[config.mk]
export PLATFORM = sky130hd
export DESIGN_NAME = uart_tx7
export DESIGN_NICKNAME = d
export VERILOG_FILES = /design/src/rtl/uart_tx7.sv
export SDC_FILE = /design/constraint.sdc
export NUM_CORES = 1
export LEC_CHECK = 0
export ABC_AREA = 1
export CAP_MARGIN = 20
export CORE_MARGIN = 3
export CORE_UTILIZATION = 41
export DETAILED_ROUTE_END_ITERATION = 10
export DONT_BUFFER_PORTS = 1
export PLACE_DENSITY = 0.67
export REMOVE_ABC_BUFFERS = 1
export SLEW_MARGIN = 20
export SYNTH_ARGS = -nofsm -noshare
export SYNTH_HDL_FRONTEND = slang
export SYNTH_SLANG_ARGS = --single-unit
[constraint.sdc]
create_clock -name clk -period 3.9 [get_ports clk]
set_input_delay 0.585 -clock clk [delete_from_list [all_inputs] [get_ports clk]]
set_output_delay 0.585 -clock clk [all_outputs]
set_load 0.05 [all_outputs]
[src/rtl/uart_tx7.sv]
// 7E1 UART transmitter: start, 7 data bits LSB first, even parity, one stop bit.
// State | meaning: IDLE line high | START start bit | DATA data bits | PARITY parity bit | STOP stop bit.
module uart_tx7 #(
  parameter int bowd_rate  = 9600,
  parameter int clk_length = 60
) (
  input  logic       clk,
  input  logic       rst,
  input  logic [6:0] data_in,
  input  logic       send,
  input  logic       par_err,
  output logic       ready,
  output logic       tx_bit,
  output logic       busy,
  output logic       done
);

  localparam int          BIT_CLKS = (1000000000 / bowd_rate) / clk_length;
  localparam logic [31:0] BIT_LAST = 32'(BIT_CLKS - 1);

  if (BIT_CLKS < 2) begin : g_bit_clks_chk
    $error("uart_tx7: BIT_CLKS must be at least 2");
  end

  typedef enum logic [2:0] {S_IDLE, S_START, S_DATA, S_PARITY, S_STOP} state_t;

  state_t      state_q, state_d;
  logic [31:0] clk_cnt_q, clk_cnt_d;
  logic [2:0]  bit_idx_q, bit_idx_d;
  logic [6:0]  shift_q, shift_d;
  logic        par_q, par_d;
  logic        buf_full_q, buf_full_d;
  logic [6:0]  buf_data_q, buf_data_d;
  logic        buf_par_q, buf_par_d;
  logic        tx_bit_q, tx_bit_d;
  logic        busy_q, busy_d;
  logic        done_q, done_d;

  logic bit_end;
  logic load;

  always_comb begin
    state_d    = state_q;
    clk_cnt_d  = clk_cnt_q;
    bit_idx_d  = bit_idx_q;
    shift_d    = shift_q;
    par_d      = par_q;
    buf_full_d = buf_full_q;
    buf_data_d = buf_data_q;
    buf_par_d  = buf_par_q;
    tx_bit_d   = 1'b1;
    busy_d     = (state_q != S_IDLE);
    done_d     = 1'b0;
    load       = 1'b0;
    bit_end    = (clk_cnt_q == BIT_LAST);

    if (state_q != S_IDLE) begin
      clk_cnt_d = bit_end ? 32'd0 : clk_cnt_q + 32'd1;
    end

    // Outputs are registered from the current state, so the line trails the FSM by one cycle.
    case (state_q)
      S_IDLE: begin
        clk_cnt_d = 32'd0;
        if (buf_full_q) begin
          load    = 1'b1;
          state_d = S_START;
        end
      end
      S_START: begin
        tx_bit_d = 1'b0;
        if (bit_end) begin
          state_d   = S_DATA;
          bit_idx_d = 3'd0;
        end
      end
      S_DATA: begin
        tx_bit_d = shift_q[bit_idx_q];
        if (bit_end) begin
          if (bit_idx_q == 3'd6) state_d = S_PARITY;
          else                   bit_idx_d = bit_idx_q + 3'd1;
        end
      end
      S_PARITY: begin
        tx_bit_d = par_q;
        if (bit_end) state_d = S_STOP;
      end
      S_STOP: begin
        if (bit_end) begin
          done_d = 1'b1;
          if (buf_full_q) begin
            load    = 1'b1;
            state_d = S_START;
          end else begin
            state_d = S_IDLE;
          end
        end
      end
      default: state_d = S_IDLE;
    endcase

    if (load) begin
      shift_d    = buf_data_q;
      par_d      = buf_par_q;
      buf_full_d = 1'b0;
    end

    // Load needs a full buffer and accept needs an empty one, so they never coincide.
    if (send && !buf_full_q) begin
      buf_full_d = 1'b1;
      buf_data_d = data_in;
      buf_par_d  = (^data_in) ^ par_err;
    end
  end

  always_ff @(posedge clk) begin
    if (rst) begin
      state_q    <= S_IDLE;
      clk_cnt_q  <= 32'd0;
      bit_idx_q  <= 3'd0;
      shift_q    <= 7'd0;
      par_q      <= 1'b0;
      buf_full_q <= 1'b0;
      buf_data_q <= 7'd0;
      buf_par_q  <= 1'b0;
      tx_bit_q   <= 1'b1;
      busy_q     <= 1'b0;
      done_q     <= 1'b0;
    end else begin
      state_q    <= state_d;
      clk_cnt_q  <= clk_cnt_d;
      bit_idx_q  <= bit_idx_d;
      shift_q    <= shift_d;
      par_q      <= par_d;
      buf_full_q <= buf_full_d;
      buf_data_q <= buf_data_d;
      buf_par_q  <= buf_par_d;
      tx_bit_q   <= tx_bit_d;
      busy_q     <= busy_d;
      done_q     <= done_d;
    end
  end

  assign ready  = ~buf_full_q;
  assign tx_bit = tx_bit_q;
  assign busy   = busy_q;
  assign done   = done_q;

endmodule

======== After elaboration in Yosys (flattened, before gate mapping) ========
Cells that the tools add are included.
Widths: inputs -> output; s select.
storage, ports and cells
  flip-flop bits (word level) ............. 58
  input port bits ......................... 11
  output and inout port bits .............. 4
  logic and storage cells ................. 63
operators by class
  add/subtract/negate cells ............... 2
  order comparisons ....................... 1
  equal/unequal tests ..................... 13
  muxes and demuxes ....................... 22
  bitwise operators ....................... 3
  reduce and logical (&&, ||, !) cells .... 11
operators with widths
  kind                   number
  $add 32x1->32 const B  1
  $eq 32x11->1 const B   1
  $mux 32                1
  $mux 3                 9
  $pmux 3 s5             1
  $ne 2x2->1 const B     7
  $mux 1                 7
  $reduce_xor 7->1       1
  $eq 3x2->1 const B     2
  $eq 3x3->1 const B     2
  $pmux 3 s2             1
  $reduce_and 6->1       1
  $lt 3x4->1 const B     1
  $reduce_and 4->1       1
  $reduce_bool 2->1      2
  $reduce_or 2->1        2
  $add 3x1->3 const B    1
  $bmux 1 s3             1
  $eq 3x1->1 const B     1
  $logic_not 3->1        1
  $pmux 1 s3             1
  $reduce_bool 3->1      1
  $not 1->1              2
  $pmux 1 s2             1
  3 further kinds        3

======== Depth between registers and ports, before layout ========
Gate-level depths: netlist of run 1.
  depth in word-level cells ............... 5
  gate-level depth with buffers ........... 11
  depth with buffers taken out ............ 11

======== Worst setup path after synthesis of run 1 ========
OpenSTA, ideal clock, no wires.
  path kind ............................... flip-flop to flip-flop
  start point ............................. register clk_cnt_q[0]
  end point ............................... register shift_q[1]
  setup time .............................. 0.113 ns
  arrival ................................. 1.336 ns
  required time ........................... 3.787 ns
  setup slack ............................. 2.451 ns
  stages on the path, launching flop included .. 11
  path buffers ............................ 0
  period minus slack after synthesis ...... 1.449 ns
  cells stage by stage .................... dfxtp_1 ha_1 nand2_1 nor2_2 nand2_1 nor2_1 nand2_2 nand2_1 nand3b_1 nand2_1 nor2_1
on the way
  cells in the longest elaborated chain, start to end .. 3
ends and longest elaborated chain
  item                      RTL line  RTL
  start: declaration        28        logic [31:0] clk_cnt_q, clk_cnt_d;
  start signal: assignment  131       clk_cnt_q <= clk_cnt_d;
  $eq 32x11->1              55        bit_end = (clk_cnt_q == BIT_LAST);
  $mux 1                    89        if (bit_end) begin
  $pmux 1 s2                62        case (state_q)
  end signal: assignment    133       shift_q <= shift_d;
  end: declaration          30        logic [6:0] shift_q, shift_d;
Every way passes these cells.
A chain may end at the register's enable or synchronous reset.

======== Worst setup path in the final report of run 1 ========
  start point ............................. register clk_cnt_q[0]
  end point ............................... register shift_q[0]
Same word-level chain as after synthesis.

==> impl_metrics.ini, run 1 <==
[status]
status = finished, final reports clean

[grt]
grt_max_degree = 23
grt.overflow.total = 0
grtUsageTotal_pct = 18.3
grt_pass1_vias = 2978
grt_pass1_wl_mm = 13.3
antenna_found_initial = 0

[timing]
hold_viol = 0
fin_tns_setup_ns = 0
drv_slew = 0
tightest_slew_ns = 0.634
finClkSkew_ns = 0.0114
fin_crit_ns = 1.84
relSlewSlack_pct = 57.7
fmax_mhz = 542
fin_hold_ws_ns = 0.316
fin_crit_sh_pct = 47.3
rsz0062_at_grt = false
setup_viol = 0

[critical_path]
worst_setup_path_start_kind = flip-flop
critPathKind = reg2reg
cpMostUsedCell = nand2_1
cp-end-kind = flip-flop
r2r_start = clk_cnt_q[0]
r2r_slack_ns = 2.06
reg2regPathDepth = 10
cp.required_ns = 4.14
crit_chain = ha_1 -> nand2_1 -> nor2_2 -> nand2_1 -> nor2_1 -> nand2_2 -> nand2_1 -> nand3b_1 -> nand2_1 -> nor2_1
worstPathArrival_ns = 2.08
critPathMaxStageDelay_ns = 0.36
r2r_end = shift_q[0]
critPathSlowestCell = dfxtp_1
cp_max_fo = 8

[yosys]
ys_seq_area_share_pct = 35.3
yosys-top-cells-area = dfxtp_1 (35%), nand2_1 (15%), nor2_1 (13%), inv_1 (6.5%), nand3_1 (4.9%)
yosysTopAreaCell = dfxtp_1
synth_cell_types = 32
netlist.area_leader.share_pct = 35.3
ys_warn_count = 0
netlist_area_sq_mm = 0.00329
avgSynthCellArea_sq_um = 6.42
synth_seq_cells = 58
synthCells = 513

[clock_network]
clkSinkCount = 58
post_cts_buffers = 0
cts_buffer_depth = 2
tritoncts = built
ctsHoldBuffers = 0
clk_latency_ns = 0.34
path_clk_slew_ns = 0.07
cts-htree-levels = 3
root_buffer = clkbuf_8
post_cts_resized = 0
numCtsBuffers = 9

[min_path]
hp-start = rst
hold_end = bit_idx_q[1]
hold_path_class = in2reg
min_path_cells = 1

[cells_and_area]
final_layout_size_suffix_gt1_share_pct = 9.94
nets = 532
diodes = 0
syn2layout_area_growth_pct = 9.08

[floorplanning]
die_y_microns = 95.6
die_x_microns = 95.6
die_area_sq_mm = 0.00914
io_pins = 15
core-area_sq_mm = 0.00777
fp-row-count = 32
start_util_pct = 42.4

[drt]
num_vias = 3083
drc = 0
drt_first_pass_iters = 4
vias_per_cell = 4.93
drtAntennaViolNets = 0
wire_per_inst_microns = 12.0
dr.first_iter.drc_count = 176
drt-total-wl_mm = 7.52

[placed_design]
gp_congestion = 0.851
dp_hpwl_mm = 5.55
io_buffers = 0

[pwr]
power_density_mw_per_mm2 = 530
vdd_drop_max_uv = 376
p_leak_uw = 0.00147

[job]
cap_violations = 0
==> critical path: cells and delay by family (launching register included) <==
| kind | cells | cell delay, ns |
|---|---|---|
| AND/OR/NAND/NOR | 9 | 1.17 |
| flip-flops | 1 | 0.36 |
| adder cells (fa/ha/maj) | 1 | 0.20 |
==> per-stage QoR <==
stage	instances	total power, uW	area [sq um]	setup WS [ns]	utilization [%]
2_1_floorplan	507	1180	3250	2.44	-
3_3_place_gp	609	1290	3370	2.11	43.4
3_5_place_dp	609	1300	3370	2.10	43.4
4_1_cts	625	1920	3590	2.07	46.2
5_1_grt	625	2040	3590	1.86	46.2
6_report	625	1900	3590	2.06	46.2
==> Yosys cell counts, drive strengths merged <==
library cell,n
a21boi,1
a21oi,16
a221oi,1
a31oi,3
buf,5
clkbuf,1
dfxtp,58
ha,3
inv,63
nand2,137
nand3,34
nand3b,8
nand4,7
nor2,125
nor3,16
nor3b,2
o211ai,3
o21ai,18
o22ai,1
or2,3
xnor2,5
xor2,3
==> final cells by class <==
type	instances	area [sq um]
flip-flops and latches	58	1160
clock buffers	9	124
multi-input cells	386	1850
inverters	63	236
fillers	820	4180
clock inverters	7	93.8
well taps	102	128
==> report_power, final <==
part / switching, uW / leakage [uW] / total (uW) / internal [uW]
clock: 259 / 0.000105 / 617 / 358
combinational: 398 / 0.000893 / 558 / 161
sequential: 71.6 / 0.000472 / 729 / 657
==> registers in the layout, indices dropped and copies added, names as in the netlist, 3 cells and up <==
name / count
shift_q: 7
state_q: 3
buf_data_q: 7
clk_cnt_q: 32
bit_idx_q: 3
==> worst max-delay path by stage <==
stage	cells past startpoint	to	slack (ns)	start
global route	10	shift_q[6]	1.86	clk_cnt_q[0]
CTS	10	shift_q[1]	2.07	clk_cnt_q[0]
finish	10	shift_q[0]	2.06	clk_cnt_q[0]
detailed placement	10	shift_q[1]	2.10	clk_cnt_q[0]
global placement	10	shift_q[2]	2.11	clk_cnt_q[0]
floorplan	10	state_q[1]	2.44	state_q[1]
==> layout by cell type, fill, tap and decap left out, types with 3 or more instances in the layout <==
master	n
nor2_2	7
nand3b_1	8
a31oi_1	3
nand2_1	128
nand4_1	7
dfxtp_1	58
clkbuf_8	9
ha_1	3
o211ai_1	3
nand2_2	7
or2_2	3
nor2_4	7
o21ai_0	16
xnor2_1	5
inv_2	6
a21oi_1	16
inv_1	57
nor3_1	15
xor2_1	3
nor2_1	111
nand3_1	32
==> metal layers <==
metal / vias up / global-route usage, % / part of all wire (%)
li1: 1621 / - / -
met1: 1386 / 25.1 / 49
met2: 62 / 27.4 / 44
met3: 14 / 3.87 / 5.4
met4: 0 / 8.41 / 1.7
met5: - / 0 / 0
==> cell families (layout without fill, tap and decap cells) <==
group,Yosys count,in the layout,synth area share [%]
AND/OR/NAND/NOR,332,332,45.4
buffers and inverters,69,79,8.59
flip-flops,58,58,35.3
AO/OA/AOI/OAI,43,43,7.45
XOR/XNOR,8,8,2.13
adder cells (fa/ha/maj),3,3,1.14
Power figures use the tool's default switching activity.
==> run 2: changes to the inputs <==
==> constraint.sdc (replaced) <==
create_clock -name clk -period 1.7 [get_ports clk]
set_input_delay 0.255 -clock clk [delete_from_list [all_inputs] [get_ports clk]]
set_output_delay 0.255 -clock clk [all_outputs]
set_load 0.05 [all_outputs]
==> run 2 against run 1 <==
Total power rose to 2.6 times the previous value. Largest cell class unchanged. Worst setup slack got worse by 1.9 ns. Register-to-register slack got worse by 1.9 ns. Critical endpoint is now par_q.
==> impl_metrics.ini, run 2 (synthesized netlist as in run 1, its figures left out) <==
[cells_and_area]
final_core_util_pct = 48.9
final_cell_mix = nand2_1 (126), nor2_1 (110), inv_1 (56)
syn2layout_area_growth_pct = 15.3
reg.largest.list = clk_cnt_q: 32 flops, buf_data_q: 7 flops, shift_q: 7 flops
final_common_cell = nand2_1
diodes = 0
largest_register = clk_cnt_q
largest_reg_flops = 32
nFillCells = 789
final_layout_size_suffix_gt1_share_pct = 15.0
instances_no_fill = 643
nets = 550
finalInstanceArea_sq_mm = 0.00380

[timing]
fin_hold_ws_ns = 0.00826
tightest_slew_ns = 0.602
setup_viol = 0
fmax_mhz = 637
fin_crit_ns = 1.57
drv_slew = 0
relSlewSlack_pct = 59.8
hold_viol = 0
fin_crit_sh_pct = 92.4
finClkSkew_ns = 0.0111

[grt]
grt_max_degree = 23
antenna_found_initial = 0
grtUsageTotal_pct = 18.1
grt_pass1_vias = 2871
grt.overflow.total = 0
grt_pass1_wl_mm = 13.1

[critical_path]
cp.required_ns = 1.97
cpMostUsedCell = nor2_1
path_delay_family = simple AND/OR/NAND/NOR gates
critPathKind = reg2reg
cp-end-kind = flip-flop
critPathMaxStageDelay_ns = 0.35
critPathSlowestCell = dfxtp_1
worst_setup_path_start_kind = flip-flop
crit_chain = inv_1 -> nand2_1 -> nor2_1 -> nand2_1 -> nor2_1 -> nand2_2 -> a21boi_4 -> buf_2 -> nor2_1 -> nor2_1
cp_max_fo = 5
worstPathArrival_ns = 1.85
path_buf_inv = 2

[placed_design]
dp_hpwl_mm = 5.68
placed_cell_area_sq_mm = 0.00348
io_buffers = 0
dp_cells = 623
gp_congestion = 0.929

[drt]
drtAntennaViolNets = 0
drt_first_pass_iters = 5
drc = 0
vias_per_cell = 4.96
dr.first_iter.drc_count = 164
num_vias = 3191
wire_per_inst_microns = 12.1
drt-total-wl_mm = 7.77

[min_path]
hold_path_class = in2reg

[pwr]
power_density_mw_per_mm2 = 1300
vdd_drop_max_uv = 1020
p_leak_uw = 0.00157

[job]
cap_violations = 0

[clock_network]
clkSinkCount = 58
root_buffer = clkbuf_8
numCtsBuffers = 9
cts-htree-levels = 3
cts_buffer_depth = 2
tritoncts = built
clk_latency_ns = 0.34
path_clk_slew_ns = 0.07

[floorplanning]
fp-row-count = 32
core-area_sq_mm = 0.00777
die_x_microns = 95.6
die_area_sq_mm = 0.00914
start_util_pct = 42.4
die_y_microns = 95.6
io_pins = 15

[status]
status = finished, final reports clean
[run 2: cell count changes in the layout (fill, tap and decap cells not counted), moves of 2 or more]
cell | before | now
dfxtp_1 | 58 | 53
buf_4 | 0 | 16
nand2_2 | 7 | 9
dfxtp_2 | 0 | 5
clkinv_2 | 2 | 0
nand2_1 | 128 | 126
[run 2: timing repair]
| action | in CTS | in global routing |
|---|---|---|
| gates resized for setup | 0 | 14 |
| endpoints found under the setup margin | 0 | 40 |
| hold endpoints to repair | 2 | 0 |
| hold buffers | 1 | 0 |
| setup buffers | 0 | 3 |
[run 2: where the power goes]
part	leakage (uW)	internal (uW)	total [uW]	switching [uW]
registers	0.000474	1510	1660	150
logic	0.000982	603	1630	1030
clock network	0.000119	1020	1630	616
total	0.00157	3130	4920	1790
[run 2: area by class of cell]
type	count	area (sq um)	share of cell area (%)
Clock buffer	10	138	3.63
Clock inverter	6	114	3.00
Inverter	63	236	6.23
Sequential cell	58	1170	30.8
Multi-Input combinational cell	386	1880	49.5
Timing Repair Buffer	18	135	3.56
Tap cell	102	128	3.36
[run 2: path summary, 6_finish.rpt]
| kind | cells after the start | slack (ns) | to | from |
|---|---|---|---|---|
| worst min register to register | 1 | 0.46 | clk_cnt_q[0] | clk_cnt_q[0] |
| worst max-delay path | 10 | 0.13 | par_q | clk_cnt_q[23] |
| worst max register to register | 10 | 0.13 | par_q | clk_cnt_q[23] |
| worst min-delay path | 1 | 0.008 | done | rst |
[run 2: layer usage]
metal	GRT usage, %	vias to the layer above	wire length (microns)
met5	0	-	0
met4	5.69	0	85
met3	3.39	11	421
met2	28.6	81	3550
met1	24.7	1438	3720
li1	-	1661	-
[run 2: worst reg2reg max path, cell delays in order, from the launching register on]
cell and delay, ns:
dfxtp_1 0.35, inv_1 0.16, nand2_1 0.07, nor2_1 0.09, nand2_1 0.11, nor2_1 0.13, nand2_2 0.12, a21boi_4 0.19
buf_2 0.17, nor2_1 0.05, nor2_1 0.08
[run 2: through the flow]
step	worst slack [ns]	total power, uW	TNS, ns
2_1_floorplan	0.238	2700	0
3_3_place_gp	0.103	3210	0
3_5_place_dp	0.0443	3250	0
4_1_cts	0.0331	4870	0
5_1_grt	-0.00413	5210	-0.00420
6_report	0.129	4920	0
